[src/rtl/demux_router.sv]
// demux_router: registered 1-to-N demultiplexer. Each destination owns a
// one-entry holding slot with valid/ready flow control, so slots drain independently.
module demux_router #(
  parameter  int OUTPUTS = 2,
  localparam int SW      = $clog2(OUTPUTS)
) (
  input  logic          clk,
  input  logic          rst_n,
  input  logic          in_valid,
  output logic          in_ready,
  input  logic [31:0]   in_data,
  input  logic [SW-1:0] in_sel,
  output logic          out0_valid,
  input  logic          out0_ready,
  output logic [31:0]   out0_data,
  output logic          out1_valid,
  input  logic          out1_ready,
  output logic [31:0]   out1_data,
  output logic          out2_valid,
  input  logic          out2_ready,
  output logic [31:0]   out2_data,
  output logic          sel_err,
  input  logic          err_clr
);

  typedef enum logic {
    S_EMPTY = 1'b0,
    S_FULL  = 1'b1
  } slot_state_t;

  localparam int unsigned NSLOT     = 3;
  localparam int unsigned OUTPUTS_U = OUTPUTS;
  localparam logic [1:0]  LP_NOUT   = 2'(OUTPUTS);

  slot_state_t r_state     [NSLOT];
  slot_state_t w_state_nxt [NSLOT];
  logic [31:0] r_data      [NSLOT];
  logic        w_ready     [NSLOT];
  logic        w_load      [NSLOT];
  logic        r_sel_err;
  logic [1:0]  w_sel;
  logic [1:0]  w_eff;
  logic        w_bad_sel;
  logic        w_accept;

  // Out-of-range selects fall back to slot 0 and raise the sticky error.
  assign w_sel     = 2'(in_sel);
  assign w_bad_sel = (w_sel >= LP_NOUT);
  assign w_eff     = w_bad_sel ? 2'd0 : w_sel;

  assign w_ready[0] = out0_ready;
  assign w_ready[1] = out1_ready;
  assign w_ready[2] = (OUTPUTS == 3) & out2_ready;

  always_comb begin
    in_ready = 1'b0;
    case (w_eff)
      2'd1:    in_ready = (r_state[1] == S_EMPTY) || w_ready[1];
      2'd2:    in_ready = (r_state[2] == S_EMPTY) || w_ready[2];
      default: in_ready = (r_state[0] == S_EMPTY) || w_ready[0];
    endcase
  end

  assign w_accept = in_valid & in_ready;

  always_comb begin
    for (int unsigned k = 0; k < NSLOT; k++) begin
      w_load[k]      = 1'b0;
      w_state_nxt[k] = S_EMPTY;
      if (k < OUTPUTS_U) begin
        w_load[k]      = w_accept && (w_eff == 2'(k));
        w_state_nxt[k] = r_state[k];
        case (r_state[k])
          S_EMPTY: if (w_load[k]) w_state_nxt[k] = S_FULL;
          S_FULL:  if (!w_load[k] && w_ready[k]) w_state_nxt[k] = S_EMPTY;
          default: w_state_nxt[k] = S_EMPTY;
        endcase
      end
    end
  end

  always_ff @(posedge clk or negedge rst_n) begin
    if (!rst_n) begin
      for (int unsigned k = 0; k < NSLOT; k++) begin
        r_state[k] <= S_EMPTY;
        r_data[k]  <= '0;
      end
      r_sel_err <= 1'b0;
    end else begin
      for (int unsigned k = 0; k < NSLOT; k++) begin
        r_state[k] <= w_state_nxt[k];
        if (w_load[k]) r_data[k] <= in_data;
      end
      if (w_accept && w_bad_sel) r_sel_err <= 1'b1;
      else if (err_clr)          r_sel_err <= 1'b0;
    end
  end

  assign out0_valid = (r_state[0] == S_FULL);
  assign out0_data  = r_data[0];
  assign out1_valid = (r_state[1] == S_FULL);
  assign out1_data  = r_data[1];
  assign out2_valid = (OUTPUTS == 3) && (r_state[2] == S_FULL);
  assign out2_data  = (OUTPUTS == 3) ? r_data[2] : '0;
  assign sel_err    = r_sel_err;

endmodule

[config.mk]
export PLATFORM = sky130hd
export DESIGN_NAME = demux_router
export DESIGN_NICKNAME = d
export VERILOG_FILES = /design/src/rtl/demux_router.sv
export SDC_FILE = /design/constraint.sdc
export NUM_CORES = 1
export LEC_CHECK = 0
export CAP_MARGIN = 30
export CELL_PAD_IN_SITES_DETAIL_PLACEMENT = 1
export CELL_PAD_IN_SITES_GLOBAL_PLACEMENT = 1
export CORE_ASPECT_RATIO = 1.75
export CORE_UTILIZATION = 30
export DETAILED_ROUTE_END_ITERATION = 16
export PLACE_DENSITY_LB_ADDON = 0.1
export SLEW_MARGIN = 10
export SYNTH_ARGS = -nofsm -noshare
export SYNTH_HDL_FRONTEND = slang
export SYNTH_SLANG_ARGS = --single-unit
[constraint.sdc]
create_clock -name clk -period 1.97 [get_ports clk]
set_clock_uncertainty 0.15 [all_clocks]
set_input_delay 0.197 -clock clk [delete_from_list [all_inputs] [get_ports clk]]
set_output_delay 0.197 -clock clk [all_outputs]
set_load 0.005 [all_outputs]
==> results.yml <==
status:
  run_status: "finished, final reports clean"
logic_synthesis:
  synth_top_family_by_area: "multiplexers"
  synth_xor_area_share_pct: 0
  synthAdderAreaFrac_pct: 0
  syn_inst: 181
  synth_cell_type_count: 17
  ys_warn_count: 0
  ys_seq_area_share_pct: 56.3
  synth_area_mm2: 0.00293
  ys_ff_latch: 66
  synth_simple_gate_area_share_pct: 2.73
  avgSynthCellArea_um2: 16.2
  synthMuxAreaShare_pct: 28.4
  synth_compound_area_share_pct: 0.341
setup_path:
  end_kind: "output port"
  worstPathArrival_ps: 1510
  crit_required_ps: 1620
  cp-start-kind: "register"
  crit_fanout: 3
  criticalPathCategory: "register to output port"
cells_and_area:
  mostFrequentLayoutCells: "103 x clkdlybuf4s50_1, 66 x dfrtp_1, 34 x mux2_2, 34 x conb_1, 30 x mux2_4"
  drive_gt1_share_pct: 30.5
  area_growth_pct: 47.4
  layoutNonFillerInstCount: 424
  nNetsFinal: 338
  final_common_cell: "clkdlybuf4s50_1"
  antenna_cells: 0
  fin_area_mm2: 0.00432
  nFillCells: 955
routing:
  drc: 0
  wl_mm: 6.65
  postRouteAntennaNets: 0
  drt-pass1-iter-count: 4
  vias_per_cell: 4.12
  dr_total_vias: 1747
  wl_per_cell_um: 15.7
  drt_iter0_drc: 27
placed_design:
  dpl_worst_slack_ps: 145
  place_area_mm2: 0.00401
  dp_hpwl_mm: 4.84
  port-buffer-count: 104
  dp.cells: 408
  place.gp.congestion: 0.681
clock_tree:
  clk_latency_ps: 330
  cts_buffer_depth: 2
  tritoncts: "built"
  post_cts_buffers: 0
  cts-buffers-inserted: 9
  path_clk_slew_ps: 50
  htreeDepth: 3
  cts-root-buf: "clkbuf_16"
  cts_num_sinks: 66
timing:
  grt_setup_unrepaired: "false"
  period_needed_ps: 1850
  fin_ws_ps: 117
  setup_viol: 0
  hold_viol: 0
  fmax_mhz: 540
  drv_slew: 0
  min_period_over_period_pct: 94.1
  timing.setup.tns_ps: 0
die:
  die_h_um: 133
  core_mm2: 0.00947
  initial_utilization_pct: 31.0
  die_area_mm2: 0.0102
  rows: 47
  dieWidth_um: 76.7
  io_pins: 141
global_route:
  antenna_found_initial: 0
  overflow: 0
  grt_use_total_pct: 14.2
  grt_first_pass_wirelength_mm: 10.8
  grt_pass1_vias: 1909
  grt_max_degree: 39
power_and_ir_drop:
  power.leakage_nw: 1.91
  p_per_area_mw_per_mm2: 1020
  irDropWorstVdd_mv: 0.441
worst_hold_path:
  holdCritPathClass: "primary input to async pin"
flow_run:
  cap_violations: 0
-- repair_timing --
action                                 in CTS  in global routing
gates resized for setup                     0                  0
setup endpoints to repair                   0                  0
hold buffers                                1                  0
endpoints found under the hold margin      66                  0
-- cells by family after synthesis --
family | Yosys count
flops | 66
other cells | 1
buf+inv | 41
compound gates | 2
mux | 64
simple gates | 7
-- cells in the mapped netlist --
library cell	count	area [um^2]
dfrtp_1	66	1650
buf_12	3	60.1
buf_6	3	33.8
buf_4	34	255
inv_1	1	3.75
mux2_4	30	450
a21oi_1	1	5.00
nor2_1	1	3.75
conb_1	1	3.75
or2b_1	1	7.51
nor2b_4	1	13.8
nand2_2	1	6.26
nand3b_4	1	20.0
nor2_8	1	20.0
nand2b_2	1	8.76
o21ai_0	1	5.00
mux2_2	34	383
-- power by group --
part,total [mW],switching [mW],internal (mW)
clock,1.62,0.552,1.07
combinational,1.07,0.313,0.754
sequential,1.73,0.130,1.60
-- registers in the layout (all words and copies together), names as in the netlist --
| signal | count |
|---|---|
| out0_data | 32 |
| out1_data | 32 |
| out0_valid | 1 |
| out1_valid | 1 |
-- through the flow --
step | util (%) | total power [mW] | hold WS [ps]
6_report | 45.6 | 4.42 | 295
5_1_grt | 45.6 | 4.64 | 339
4_1_cts | 45.6 | 4.51 | 302
3_5_place_dp | 42.3 | 2.84 | 108
3_3_place_gp | 42.3 | 2.82 | 94.7
2_1_floorplan | - | 2.18 | -249
-- worst max-delay path: stages, from the launching register on --
cell and delay (ps):
dfrtp_1 400, nand2b_2 120, nor2_1 50, a21oi_1 110, clkdlybuf4s50_1 510
-- per-layer routing --
| layer | track usage [%] | share of wire, % |
|---|---|---|
| met1 | 15.8 | 39 |
| met2 | 24.1 | 53 |
| met3 | 4.00 | 6.2 |
| met4 | 8.01 | 2.0 |
| met5 | 0 | 0 |
-- area by class of cell --
| class | instances | area, um^2 | area share, % |
|---|---|---|---|
| repair buffers | 113 | 1160 | 26.8 |
| inverters | 1 | 3.75 | 0.0869 |
| flip-flops and latches | 66 | 1650 | 38.2 |
| clock buffers | 13 | 270 | 6.26 |
| well taps | 122 | 153 | 3.53 |
| clock inverters | 2 | 35.0 | 0.811 |
| multi-input cells | 107 | 1050 | 24.3 |
-- path summary, 6_finish.rpt --
path                                      startpoint                        end  slack, ps  depth (start not counted)
setup / recovery                out0_valid$_DFF_PN0_                   in_ready        120                          4
hold / removal                                 rst_n  out1_data[19]$_DFFE_PN0P_        290                          3
setup reg to reg                out1_valid$_DFF_PN0_  out1_data[28]$_DFFE_PN0P_        520                          4
hold reg to reg            out0_data[11]$_DFFE_PN0P_  out0_data[11]$_DFFE_PN0P_        350                          1
max in group asynchronous                      rst_n  out1_data[12]$_DFFE_PN0P_        980                          3
min in group clk           out0_data[11]$_DFFE_PN0P_  out0_data[11]$_DFFE_PN0P_        350                          1
Note: power is estimated with default switching activity, not from simulation.
==> patch, RTL diff (same settings) <==
Change the parameter `OUTPUTS` from 2 to 4.
--- a/src/rtl/demux_router.sv
+++ b/src/rtl/demux_router.sv
@@ -2,5 +2,5 @@
 // one-entry holding slot with valid/ready flow control, so slots drain independently.
 module demux_router #(
-  parameter  int OUTPUTS = 2,
+  parameter  int OUTPUTS = 4,
   localparam int SW      = $clog2(OUTPUTS)
 ) (
Interface: changed (resized in_sel); port bits go from 141 to 142. The function was not compared with the original's and may differ.
==> patch against the unedited design <==
  * Setup slack improved by 0.22 ns
  * Wire length decreased by 38%
  * Design area down 40%
  * Utilization decreased by 3.7 points
  * Power fell by 56%
  * First-iteration DRC count is 74% higher
  * Synthesized area shrank 35%
  * Sequential cell count shrank 31
  * Critical endpoint unchanged
==> patch: results (changes against the unedited design) <==
** Placed design
- The number of placed instances with taps included is 293 (was 408).
- The placer congestion estimate came to 0.677 (was 0.681).
- Setup WS pre-CTS :: 0.198 ns (was 0.145 ns)
- Hpwl dp :: 3.17 mm (was 4.84 mm)
- The post-detailed-placement cell area came to 0.00250 mm^2 (was 0.00401 mm^2).
- The total of buffers placed on input and output ports was 73 (was 104).

** Logic synthesis
- The warning count from the yosys run is 0 (unchanged).
- The adder-cell share of the synthesized area came to 0% (unchanged).
- The post-synthesis async set-or-reset flop share was 100% (unchanged).
- Top post-synthesis cells by count: buf_4, dfrtp_1, mux2_4 (was dfrtp_1, buf_4, mux2_2).
- Synth area leaders :: dfrtp_1, buf_4, mux2_4, buf_6, mux2_2 (was dfrtp_1, mux2_4, mux2_2, buf_4, buf_12)
- The count of unique library cells instantiated by Yosys is 12 (was 17).
- The compound-cell area share of the yosys netlist was 0.261% (was 0.341%).
- Multiplexer area fraction after synthesis :: 24.5% (was 28.4%)
- XOR/XNOR Fraction of Synth Area :: 0% (unchanged)
- The sequential share of the synthesized area is 45.7% (was 56.3%).
- Mean instance size in the synthesized netlist :: 13.5 um^2 (was 16.2 um^2)

** Critical path
- Slowest cell on crit path :: clkdlybuf4s50_1 (unchanged)
- The launch point of the worst reg-to-reg path was out0_valid$_DFF_PN0_ (was out1_valid$_DFF_PN0_).
- Worst Path Arrival :: 1.29 ns (was 1.51 ns)
- The worst-path maximum fanout came to 3 (unchanged).
- Peak per-stage delay on the critical path :: 0.50 ns
- Timing startpoint of the critical path :: out0_ready (was out0_valid$_DFF_PN0_)
- The critical path's top delay family was buffers and inverters (unchanged).

** Final layout
- The number of antenna repair diodes is 0 (unchanged).
- Final Instance Count excl. Fillers :: 302 (was 424)
- Max FFs per register :: 32
- The final-stage net count came to 262 (was 338).
- The share of post-route cells with drive strength above 1 is 19.4% (was 30.5%).

** Clock tree
- Clock Root Buffer :: clkbuf_8 (was clkbuf_16)
- The maximum buffer depth of the clock tree came to 2 (unchanged).
- Worst-path clk slew :: 0.07 ns (was 0.05 ns)
- The worst-skew pair later-pin latency is 0.28 ns (was 0.33 ns).
- Num CTS Buffers :: 5 (was 9)
- The number of levels in the clock H-tree is 2 (was 3).

** Routing
- The detailed-route wire length was 4.13 mm (was 6.65 mm).
- Initial DRT Pass Iterations :: 4 (unchanged)
- DRC marker count from the first detailed-route iteration :: 47 (was 27)
- The detailed-route vias per instance came to 3.67 (was 4.12).

** Global routing
- The number of global-route vias before repair is 1,136 (was 1,909).
- Initial antenna violation count :: 0 (unchanged)
- Global-route wire length before repair :: 6.29 mm (was 10.8 mm)
- Pin count of the biggest net entering global routing :: 36 (was 39)
- Global-route total usage across every layer :: 12.3% (was 14.2%)

** Outcome
- Status :: completed (unchanged)

** Timing
- Tightest Pin Transition :: 0.800 ns

** Min path
- Origin of the worst min-delay path :: out1_ready
- The path class of the lowest-slack min-delay path was in -> reg (was in -> async).

** Power and ir drop
- The leakage power of the design was 1.26 nW (was 1.91 nW).
- Worst supply voltage drop on vdd :: 0.238 mV (was 0.441 mV)

** Die
- Row cnt :: 38 (was 47)
patch: final timing paths:
kind                                                   to  slack [ns]  depth (start not counted)
worst max-delay path                             in_ready        0.33                          3
worst min-delay path                 out1_valid$_DFF_PN0_        0.30                          2
max in group asynchronous        out0_data[3]$_DFFE_PN0P_        0.77                          2
worst min register to register  out0_data[21]$_DFFE_PN0P_        0.36                          1
worst max register to register  out0_data[19]$_DFFE_PN0P_        0.51                          4
min in group asynchronous             sel_err$_DFFE_PN0P_        0.39                          2
patch: repair_timing:
item / in CTS / in global routing
resized for setup: 0 / 0
setup buffers: 0 / 0
hold endpoints to repair: 35 / 0
endpoints found under the setup margin: 0 / 0
hold buffers: 1 / 0
patch: kinds of logic after synthesis:
kind of cell | after synthesis
other cells | 1
mux | 32
flops | 35
simple gates | 4
buf+inv | 69
compound gates | 1
patch: cell type report:
cell class / instances / area, um^2
inverter: 1 / 3.75
sequential: 35 / 876
multi-input combinational: 102 / 756
tap: 80 / 100
clock inverter: 1 / 5.00
timing repair buffer: 76 / 776
fill: 695 / 3590
clock buffer: 7 / 76.3
patch: where the power goes:
| group | internal [mW] | total, mW | switching, mW |
|---|---|---|---|
| sequential | 0.819 | 0.878 | 0.0584 |
| combinational | 0.380 | 0.551 | 0.171 |
| clock | 0.248 | 0.500 | 0.252 |
| total | 1.45 | 1.93 | 0.481 |
patch: through the flow:
stage | power (mW) | hold slack [ns] | utilization [%]
4_1_cts | 1.96 | 0.286 | 41.9
3_5_place_dp | 1.44 | 0.198 | 40.5
3_3_place_gp | 1.43 | 0.171 | 40.5
5_1_grt | 2.03 | 0.328 | 41.9
2_1_floorplan | 1.20 | -0.249 | -
6_report | 1.93 | 0.303 | 41.9
patch: per-layer routing:
| layer | global-route usage (%) | vias to the layer above | routed length, um |
|---|---|---|---|
| met5 | 0 | - | 0 |
| met4 | 5.48 | 0 | 69 |
| met3 | 2.22 | 6 | 253 |
| met2 | 21.6 | 79 | 2220 |
| met1 | 14.4 | 537 | 1590 |
| li1 | - | 485 | - |
